[src/rtl/fab_clken_gen.sv]
`default_nettype none
// ============================================================================
// Module   : fab_clken_gen
// Purpose  : Fabric clock-enable generator. Derives NCH independent divided
//            enable strobes and square waves from one fabric clock, with
//            run-time divide/bypass reconfiguration applied glitch-free at
//            terminal count, a common phase-align (sync) input and a LOCK flag.
// Revision : 1.0 - initial release
// ============================================================================
module fab_clken_gen #(
  parameter int NCH         = 3,
  parameter int DIV_W       = 5,
  parameter int DIV_INIT    = 3,
  parameter int LOCK_CYCLES = 16,
  localparam int c_sel_w    = (NCH > 1) ? $clog2(NCH) : 1
) (
  input  logic               i_fab_clk,
  input  logic               i_reset,
  input  logic               i_cfg_we,
  input  logic [c_sel_w-1:0] i_cfg_sel,
  input  logic [DIV_W-1:0]   i_cfg_div,
  input  logic               i_cfg_bypass,
  output logic               o_cfg_ready,
  input  logic               i_sync,
  output logic [NCH-1:0]     o_clken,
  output logic [NCH-1:0]     o_divclk,
  output logic               o_lock
);

  // Channel count widened by one bit so the select range check never wraps.
  localparam logic [c_sel_w:0] c_nch      = (c_sel_w + 1)'(NCH);
  localparam logic [7:0]       c_lock_lim = 8'(LOCK_CYCLES);
  localparam logic [DIV_W-1:0] c_div_init = DIV_W'(DIV_INIT);

  // Shared pending configuration slot
  logic               r_ready;
  logic               r_pend_vld;
  logic [c_sel_w-1:0] r_pend_sel;
  logic [DIV_W-1:0]   r_pend_div;
  logic               r_pend_byp;

  // Lock settle counter
  logic [7:0]         r_lock_cnt;
  logic               r_lock;

  // Per-channel "safe to reconfigure now" (terminal count or bypass)
  logic [NCH-1:0]     w_tgt_ok;
  logic               w_tgt_rdy;
  logic               w_sel_ok;
  logic               w_accept;
  logic               w_app;
  logic [c_sel_w-1:0] w_app_sel;
  logic [DIV_W-1:0]   w_app_div;
  logic               w_app_byp;
  logic [7:0]         w_lock_nxt;

  assign w_sel_ok   = ({1'b0, i_cfg_sel} < c_nch);
  assign w_accept   = i_cfg_we & r_ready & w_sel_ok;
  assign w_lock_nxt = r_lock_cnt + 8'd1;

  // Pick the safe-point flag of the channel the pending config targets.
  always_comb begin
    w_tgt_rdy = 1'b0;
    for (int i = 0; i < NCH; i++) begin
      if (r_pend_sel == c_sel_w'(i)) begin
        w_tgt_rdy = w_tgt_ok[i];
      end
    end
  end

  // Decide whether a config lands this edge: a pending one at its safe point
  // or on sync, or a fresh write that coincides with sync (applied directly).
  always_comb begin
    w_app     = 1'b0;
    w_app_sel = r_pend_sel;
    w_app_div = r_pend_div;
    w_app_byp = r_pend_byp;
    if (r_pend_vld) begin
      w_app = i_sync | w_tgt_rdy;
    end else if (w_accept & i_sync) begin
      w_app     = 1'b1;
      w_app_sel = i_cfg_sel;
      w_app_div = i_cfg_div;
      w_app_byp = i_cfg_bypass;
    end
  end

  // Pending slot: load on accept, release on apply; ready mirrors emptiness.
  always_ff @(posedge i_fab_clk) begin
    if (i_reset) begin
      r_ready    <= 1'b1;
      r_pend_vld <= 1'b0;
      r_pend_sel <= '0;
      r_pend_div <= '0;
      r_pend_byp <= 1'b0;
    end else if (w_app) begin
      r_ready    <= 1'b1;
      r_pend_vld <= 1'b0;
    end else if (w_accept) begin
      r_ready    <= 1'b0;
      r_pend_vld <= 1'b1;
      r_pend_sel <= i_cfg_sel;
      r_pend_div <= i_cfg_div;
      r_pend_byp <= i_cfg_bypass;
    end
  end

  // Lock counter: cleared by any config activity or sync, then counts up
  // and saturates; LOCK asserts on the edge the count reaches the limit.
  always_ff @(posedge i_fab_clk) begin
    if (i_reset) begin
      r_lock_cnt <= '0;
      r_lock     <= 1'b0;
    end else if (w_accept | r_pend_vld | i_sync) begin
      r_lock_cnt <= '0;
      r_lock     <= 1'b0;
    end else if (r_lock_cnt < c_lock_lim) begin
      r_lock_cnt <= w_lock_nxt;
      r_lock     <= (w_lock_nxt == c_lock_lim);
    end
  end

  assign o_cfg_ready = r_ready;
  assign o_lock      = r_lock;

  generate
    for (genvar gi = 0; gi < NCH; gi++) begin : g_ch
      logic [DIV_W-1:0] r_cnt;
      logic [DIV_W-1:0] r_div;
      logic             r_byp;
      logic             r_clken;
      logic             r_divclk;
      logic             w_hit;

      assign w_tgt_ok[gi] = r_byp | (r_cnt == r_div);
      assign w_hit        = w_app & (w_app_sel == c_sel_w'(gi));

      // Channel divider: apply takes priority, then bypass, sync, counting.
      always_ff @(posedge i_fab_clk) begin
        if (i_reset) begin
          r_cnt    <= '0;
          r_div    <= c_div_init;
          r_byp    <= 1'b0;
          r_clken  <= 1'b0;
          r_divclk <= 1'b0;
        end else if (w_hit) begin
          r_div <= w_app_div;
          r_byp <= w_app_byp;
          r_cnt <= '0;
          if (w_app_byp) begin
            r_clken  <= 1'b1;
            r_divclk <= 1'b0;
          end else if (r_byp | i_sync) begin
            // Restarting from a known phase: no strobe this edge.
            r_clken  <= 1'b0;
            r_divclk <= 1'b0;
          end else begin
            // Applied at terminal count, so this edge is a normal strobe.
            r_clken  <= 1'b1;
            r_divclk <= ~r_divclk;
          end
        end else if (r_byp) begin
          r_cnt    <= '0;
          r_clken  <= 1'b1;
          r_divclk <= 1'b0;
        end else if (i_sync) begin
          r_cnt    <= '0;
          r_clken  <= 1'b0;
          r_divclk <= 1'b0;
        end else if (r_cnt == r_div) begin
          r_cnt    <= '0;
          r_clken  <= 1'b1;
          r_divclk <= ~r_divclk;
        end else begin
          r_cnt    <= r_cnt + 1'b1;
          r_clken  <= 1'b0;
        end
      end

      assign o_clken[gi]  = r_clken;
      assign o_divclk[gi] = r_divclk;
    end
  endgenerate

endmodule
`default_nettype wire

[config.mk]
export PLATFORM = sky130hd
export DESIGN_NAME = fab_clken_gen
export DESIGN_NICKNAME = d
export VERILOG_FILES = /design/src/rtl/fab_clken_gen.sv
export SDC_FILE = /design/constraint.sdc
export NUM_CORES = 1
export LEC_CHECK = 0
export CORE_ASPECT_RATIO = 0.5
export CORE_MARGIN = 3
export CORE_UTILIZATION = 35
export CTS_CLUSTER_DIAMETER = 80
export CTS_CLUSTER_SIZE = 10
export DETAILED_ROUTE_END_ITERATION = 12
export DONT_BUFFER_PORTS = 1
export PLACE_DENSITY = 0.5
export SLEW_MARGIN = 20
export SYNTH_ARGS = -nofsm -noshare
export SYNTH_HDL_FRONTEND = slang
export SYNTH_SLANG_ARGS = --single-unit
[constraint.sdc]
create_clock -name i_fab_clk -period 3 [get_ports i_fab_clk]
set_clock_uncertainty 0.1 [all_clocks]
set_input_delay 0.45 -clock i_fab_clk [delete_from_list [all_inputs] [get_ports i_fab_clk]]
set_output_delay 0.45 -clock i_fab_clk [all_outputs]
set_load 0.02 [all_outputs]
* Word level (Yosys, flattened, before mapping)
Index checks and enable logic that the tools add are counted.
** Word-level totals
- Output and inout port bits :: 8
- Logic and storage cells :: 113
- Bits of input ports :: 12
- Register bits :: 58
** Cells by class
- Mux-type cells :: 47
- Bitwise logic cells :: 19
- Reduce and logical (&&, ||, !) cells :: 11
- Add/sub/neg operators :: 4
- $lt $le $gt $ge :: 2
- Eq/ne operators :: 8
** Operators by type and width (count)
- 1-bit two-way mux :: 43
- 5-bit by 1-bit adder with 5-bit output (second input constant) :: 3
- 5-bit equality test :: 3
- 5-bit OR reduction :: 3
- 4-bit nonzero test :: 3
- 5-bit two-way mux :: 2
- 1-bit bitwise OR :: 9
- 8-bit by 1-bit adder with 8-bit output (second input constant) :: 1
- 8-bit by 5-bit equality test with 1-bit output (second input constant) :: 1
- 8-bit by 5-bit less-than comparator with 1-bit output (second input constant) :: 1
- 1-bit bitwise AND :: 6
- 2-bit by 1-bit equality test with 1-bit output (second input constant) :: 2
- 2-bit equality test (second input constant) :: 2
- 2-bit logical NOT :: 2
- 2-bit two-way mux :: 2
- 1-bit NOT :: 4
- 2-bit OR reduction :: 2
- 2-bit less-than comparator (second input constant) :: 1
- 2-bit AND reduction :: 1

* Depth between registers and ports, before layout
- Depth after elaboration :: 9
- Gate-level depth with buffers :: 8
- Gate-level depth less buffers :: 6

* Worst setup path before layout
Ideal clock, no wire load.
- Path kind :: register -> register
- From :: register r_ready (netlist: o_cfg_ready)
- To :: register g_ch[2].r_clken
- Buffers on the path :: 1
- Library setup time :: 0.133 ns
- Arrival time :: 2.138 ns
- Path slack :: 0.630 ns
- Period minus slack after synthesis :: 2.370 ns
- Stages on the path, launching flop included :: 8
- Data required time :: 2.767 ns
- Path through :: dfxtp_1 nand2_1 or4_1 and2_1 o41ai_4 buf_6 mux2i_1 a21oi_1
** Between the ends
- Longest elaborated chain between the ends :: 8
- Elaborated cells between the ends (all ways) :: 13
- Those cells by class :: eq/ne (1); mux (8); bitwise (4)
** Ends and longest elaborated chain
- start, declared :: RTL line 36 : logic r_ready;
- start signal, assigned :: RTL line 91 : r_ready <= 1'b1;
- start signal, assigned :: RTL line 97 : r_ready <= 1'b1;
- start signal, assigned :: RTL line 100 : r_ready <= 1'b0;
- 1-bit bitwise AND (*) (2 in a row) :: RTL line 58 : assign w_accept = i_cfg_we & r_ready & w_sel_ok;
- 1-bit bitwise AND (*) :: RTL line 80 : end else if (w_accept & i_sync) begin
- 2-bit two-way mux :: RTL line 80
- 2-bit two-way mux :: RTL line 78 : if (r_pend_vld) begin
- 2-bit equality test :: RTL line 136 : assign w_hit = w_app & (w_app_sel == c_sel_w'(gi));
- 1-bit bitwise AND :: RTL line 136
- 1-bit two-way mux (*) :: RTL line 146 : end else if (w_hit) begin
- end signal, assigned :: RTL line 144 : r_clken <= 1'b0;
- end signal, assigned :: RTL line 151 : r_clken <= 1'b1;
- end signal, assigned :: RTL line 155 : r_clken <= 1'b0;
- end, declared :: RTL line 131 : logic r_clken;
Every way passes the cells marked *; elsewhere a longest branch is shown, timed or not.
A chain may end at the register's enable or synchronous reset.

* Final worst setup path
- From :: register r_ready (netlist: o_cfg_ready)
- To :: register g_ch[0].r_clken
** Between the ends
- Longest elaborated chain between the ends :: 8
- Elaborated cells between the ends (all ways) :: 13
- Those cells by class :: mux (8); bitwise (4); reduce/logical (1)
** Ends and longest elaborated chain (RTL line)
- 1-bit bitwise AND (*) (2 in a row) :: 58
- 1-bit bitwise AND (*) :: 80
- 2-bit two-way mux :: 80
- 2-bit two-way mux :: 78
- 2-bit logical NOT :: 136
- 1-bit bitwise AND :: 136
- 1-bit two-way mux (*) :: 146
- end signal, assigned :: 144
- end signal, assigned :: 151
- end signal, assigned :: 155
- end, declared :: 131
Marks and branches as above.

==> results_dict.tcl <==
set metrics [dict create \
    diodes 0 \
    finalPower_mw 1.98 \
    insertion_delay_ns 0.32 \
    worst-slew-pin-transition_ns 0.997 \
    path_clk_slew_ns 0.05 \
    portBuffers 0 \
    fillers 722 \
    arrival_ns 2.75 \
    required_ns 3.10 \
    dieArea_um2 8980 \
    hpwl_um 4180 \
    setup-violations-final 0 \
    end_kind "register" \
    boundaryPins 20 \
    grt_pass1_wl_um 9340 \
    dieWidth_um 131 \
    utilization_pct 41.4 \
    postCtsHoldBufs 0 \
    status "finished clean" \
    synth_flop_cell "dfxtp_1" \
    clockBufferDepth 2 \
    fmax_mhz 377 \
    critPathLaunchType "register" \
    finalHoldViolCount 0 \
    cts_tree "yes" \
    synth_common_cells "dfxtp_1 (58), nor2_1 (44), xnor2_1 (17)" \
    routed-via-count 2027 \
    cp_common_cell "nand2_1" \
    ant_nets 0 \
    cts_root_buf "clkbuf_16" \
    p_seq_share_pct 42.2 \
    crit_chain "nand2_1 -> or4_1 -> a211oi_1 -> a41o_1 -> nand2_1 -> a221oi_1" \
    syn_inst 295 \
    p_comb_share_pct 9.2 \
    avgRoutedWirePerCell_um 14.1 \
    maxCapViolCount 0 \
    first_pass_iters 4 \
    synth_edf_count 0 \
    slowest_stage "or4_1" \
    power.switching_mw 0.461 \
    cp_top_family "compound AO/OA/AOI/OAI gates" \
    period_share_pct 88.4 \
    design_area_um2 3090 \
    cts_setup_buffers 0 \
    syn2layout_area_growth_pct 12.8 \
    path_class "reg -> reg" \
    cts_num_sinks 58 \
    post_cts_resized 0 \
    syn-cell-area_um2 2740 \
    yosysTopAreaCell "dfxtp_1" \
    async_reset_ff_share_pct 0 \
    synth_area_leaders "dfxtp_1 (42%), nor2_1 (6.0%), mux2i_1 (5.5%)" \
    critPathMaxFanout 11 \
    final_max_slew_viol_count 0 \
    dpl_cell_area_um2 2790 \
    grt_pass1_vias 1920 \
    gr-usage-all-layers_pct 14.0 \
    place_congestion 0.805 \
    initial_core_util_pct 36.7 \
    rsz0062_at_grt "false" \
    cts_max_level 3 \
    drive_gt1_share_pct 8.75 \
    antenna_found_initial 0 \
    setup_tns_ns 0 \
    critPathBufInv 0 \
    syn_avg_cell_area_um2 9.27 \
    vias_per_cell 5.00 \
    core_area_um2 7460 \
    slew_headroom_pct 33.5 \
    ir_drop_mv 0.310 \
    die_h_um 68.5 \
    clkPwrFrac_pct 48.6 \
    grt_max_degree 39 \
    power.internal_mw 1.52 \
    yosysSeqAreaShare_pct 42.5 \
    wirelength_um 5710 \
    ys_seq_elements 58 \
    slowest_delay_ns 0.55 \
    p_leak_nw 1.14 \
    rows 22 \
    numCtsBuffers 9 \
    drtIter0Drc 110 \
    switching_share_pct 23.3 \
    synth.most_common_cell "dfxtp_1" \
    worstHoldPathType "in -> reg" \
    synth_nets 311 \
    nets 309 \
    overflow 0 \
    p_per_area_nw_per_um2 643 \
    synth_cell_types 46 \
    synth_top_area_share_pct 42.5 \
    layout_min_cycle_time_ns 2.65 \
    drc_errors 0 \
    yosys_warnings 0 \
]
cell usage in the layout (no fill, tap or decap), types with 3 or more instances in the layout:
cell type,synthesis,routed
a211o_1,6,6
a211oi_1,10,10
a21oi_1,7,7
and2_1,8,8
buf_4,6,3
clkbuf_16,0,9
clkbuf_8,0,4
dfxtp_1,58,58
ha_1,4,4
inv_1,7,7
mux2_2,3,3
mux2i_1,15,15
nand2_1,16,16
nand3_1,12,12
nor2_1,44,44
nor2b_1,6,6
nor3_1,10,10
nor4_1,4,4
o21a_1,3,3
o21ai_0,5,5
or3_1,3,3
or4_1,3,3
xnor2_1,17,17
xor2_1,11,11
layer usage:
metal | wire length, um | track usage, %
met5 | 0 | 0
met4 | 31 | 6.15
met3 | 391 | 5.69
met2 | 2520 | 20.6
met1 | 2770 | 18.0
stage by stage:
stage	worst slack (ns)	std cells	hold WS, ns
after CTS	0.339	405	0.0780
after global routing	0.203	405	0.0769
after floorplan	0.630	295	0.341
after detailed placement	0.341	390	0.372
final	0.347	405	0.0972
after global placement	0.416	390	0.361
power by group through the flow:
stage               Clock (mW)  Combinational, mW  Sequential (mW)
floorplan                    0              0.166            0.839
global placement             0              0.182            0.851
detailed placement           0              0.182            0.852
CTS                      0.994              0.183            0.836
global route              1.02              0.204            0.840
finish                   0.964              0.182            0.836
final timing paths:
kind	from	end	slack, ns	cells after the start
worst min register to register	g_ch[2].r_cnt[0]	g_ch[2].r_cnt[0]	0.38	1
worst max register to register	o_cfg_ready	g_ch[0].r_clken	0.35	6
worst max-delay path	o_cfg_ready	g_ch[0].r_clken	0.35	6
worst min-delay path	i_reset	g_ch[0].r_byp	0.1	1
cell families (layout without fill, tap and decap cells):
group / Yosys count / in the layout / synth area share [%]
xor gates and xnor gates: 28 / 28 / 8.97
adders and majority gates: 4 / 4 / 1.83
DFF: 58 / 58 / 42.5
buffers and inverters: 23 / 25 / 4.57
muxes: 18 / 18 / 6.72
AOI/OAI and AO/OA: 49 / 49 / 15.2
and+or+nand+nor: 115 / 115 / 20.3
sequential cells by signal, summed over array words and instances, names as in the netlist:
name	count
g_ch.r_clken	3
g_ch.r_divclk	3
g_ch.r_byp	3
o_lock	1
g_ch.r_div	15
g_ch.r_cnt	15
o_cfg_ready	1
r_pend_vld	1
r_pend_div	5
r_pend_byp	1
r_pend_sel	2
r_lock_cnt	8
area by class of cell:
class / count / area (um2) / share of cell area, %
multi-input cells: 214 / 1450 / 47.0
inverters: 7 / 26.3 / 0.852
well taps: 108 / 135 / 4.38
clock inverters: 1 / 7.51 / 0.243
clock buffers: 14 / 284 / 9.21
repair buffers: 3 / 22.5 / 0.730
flip-flops and latches: 58 / 1160 / 37.6
Power figures use the tool's default switching activity.
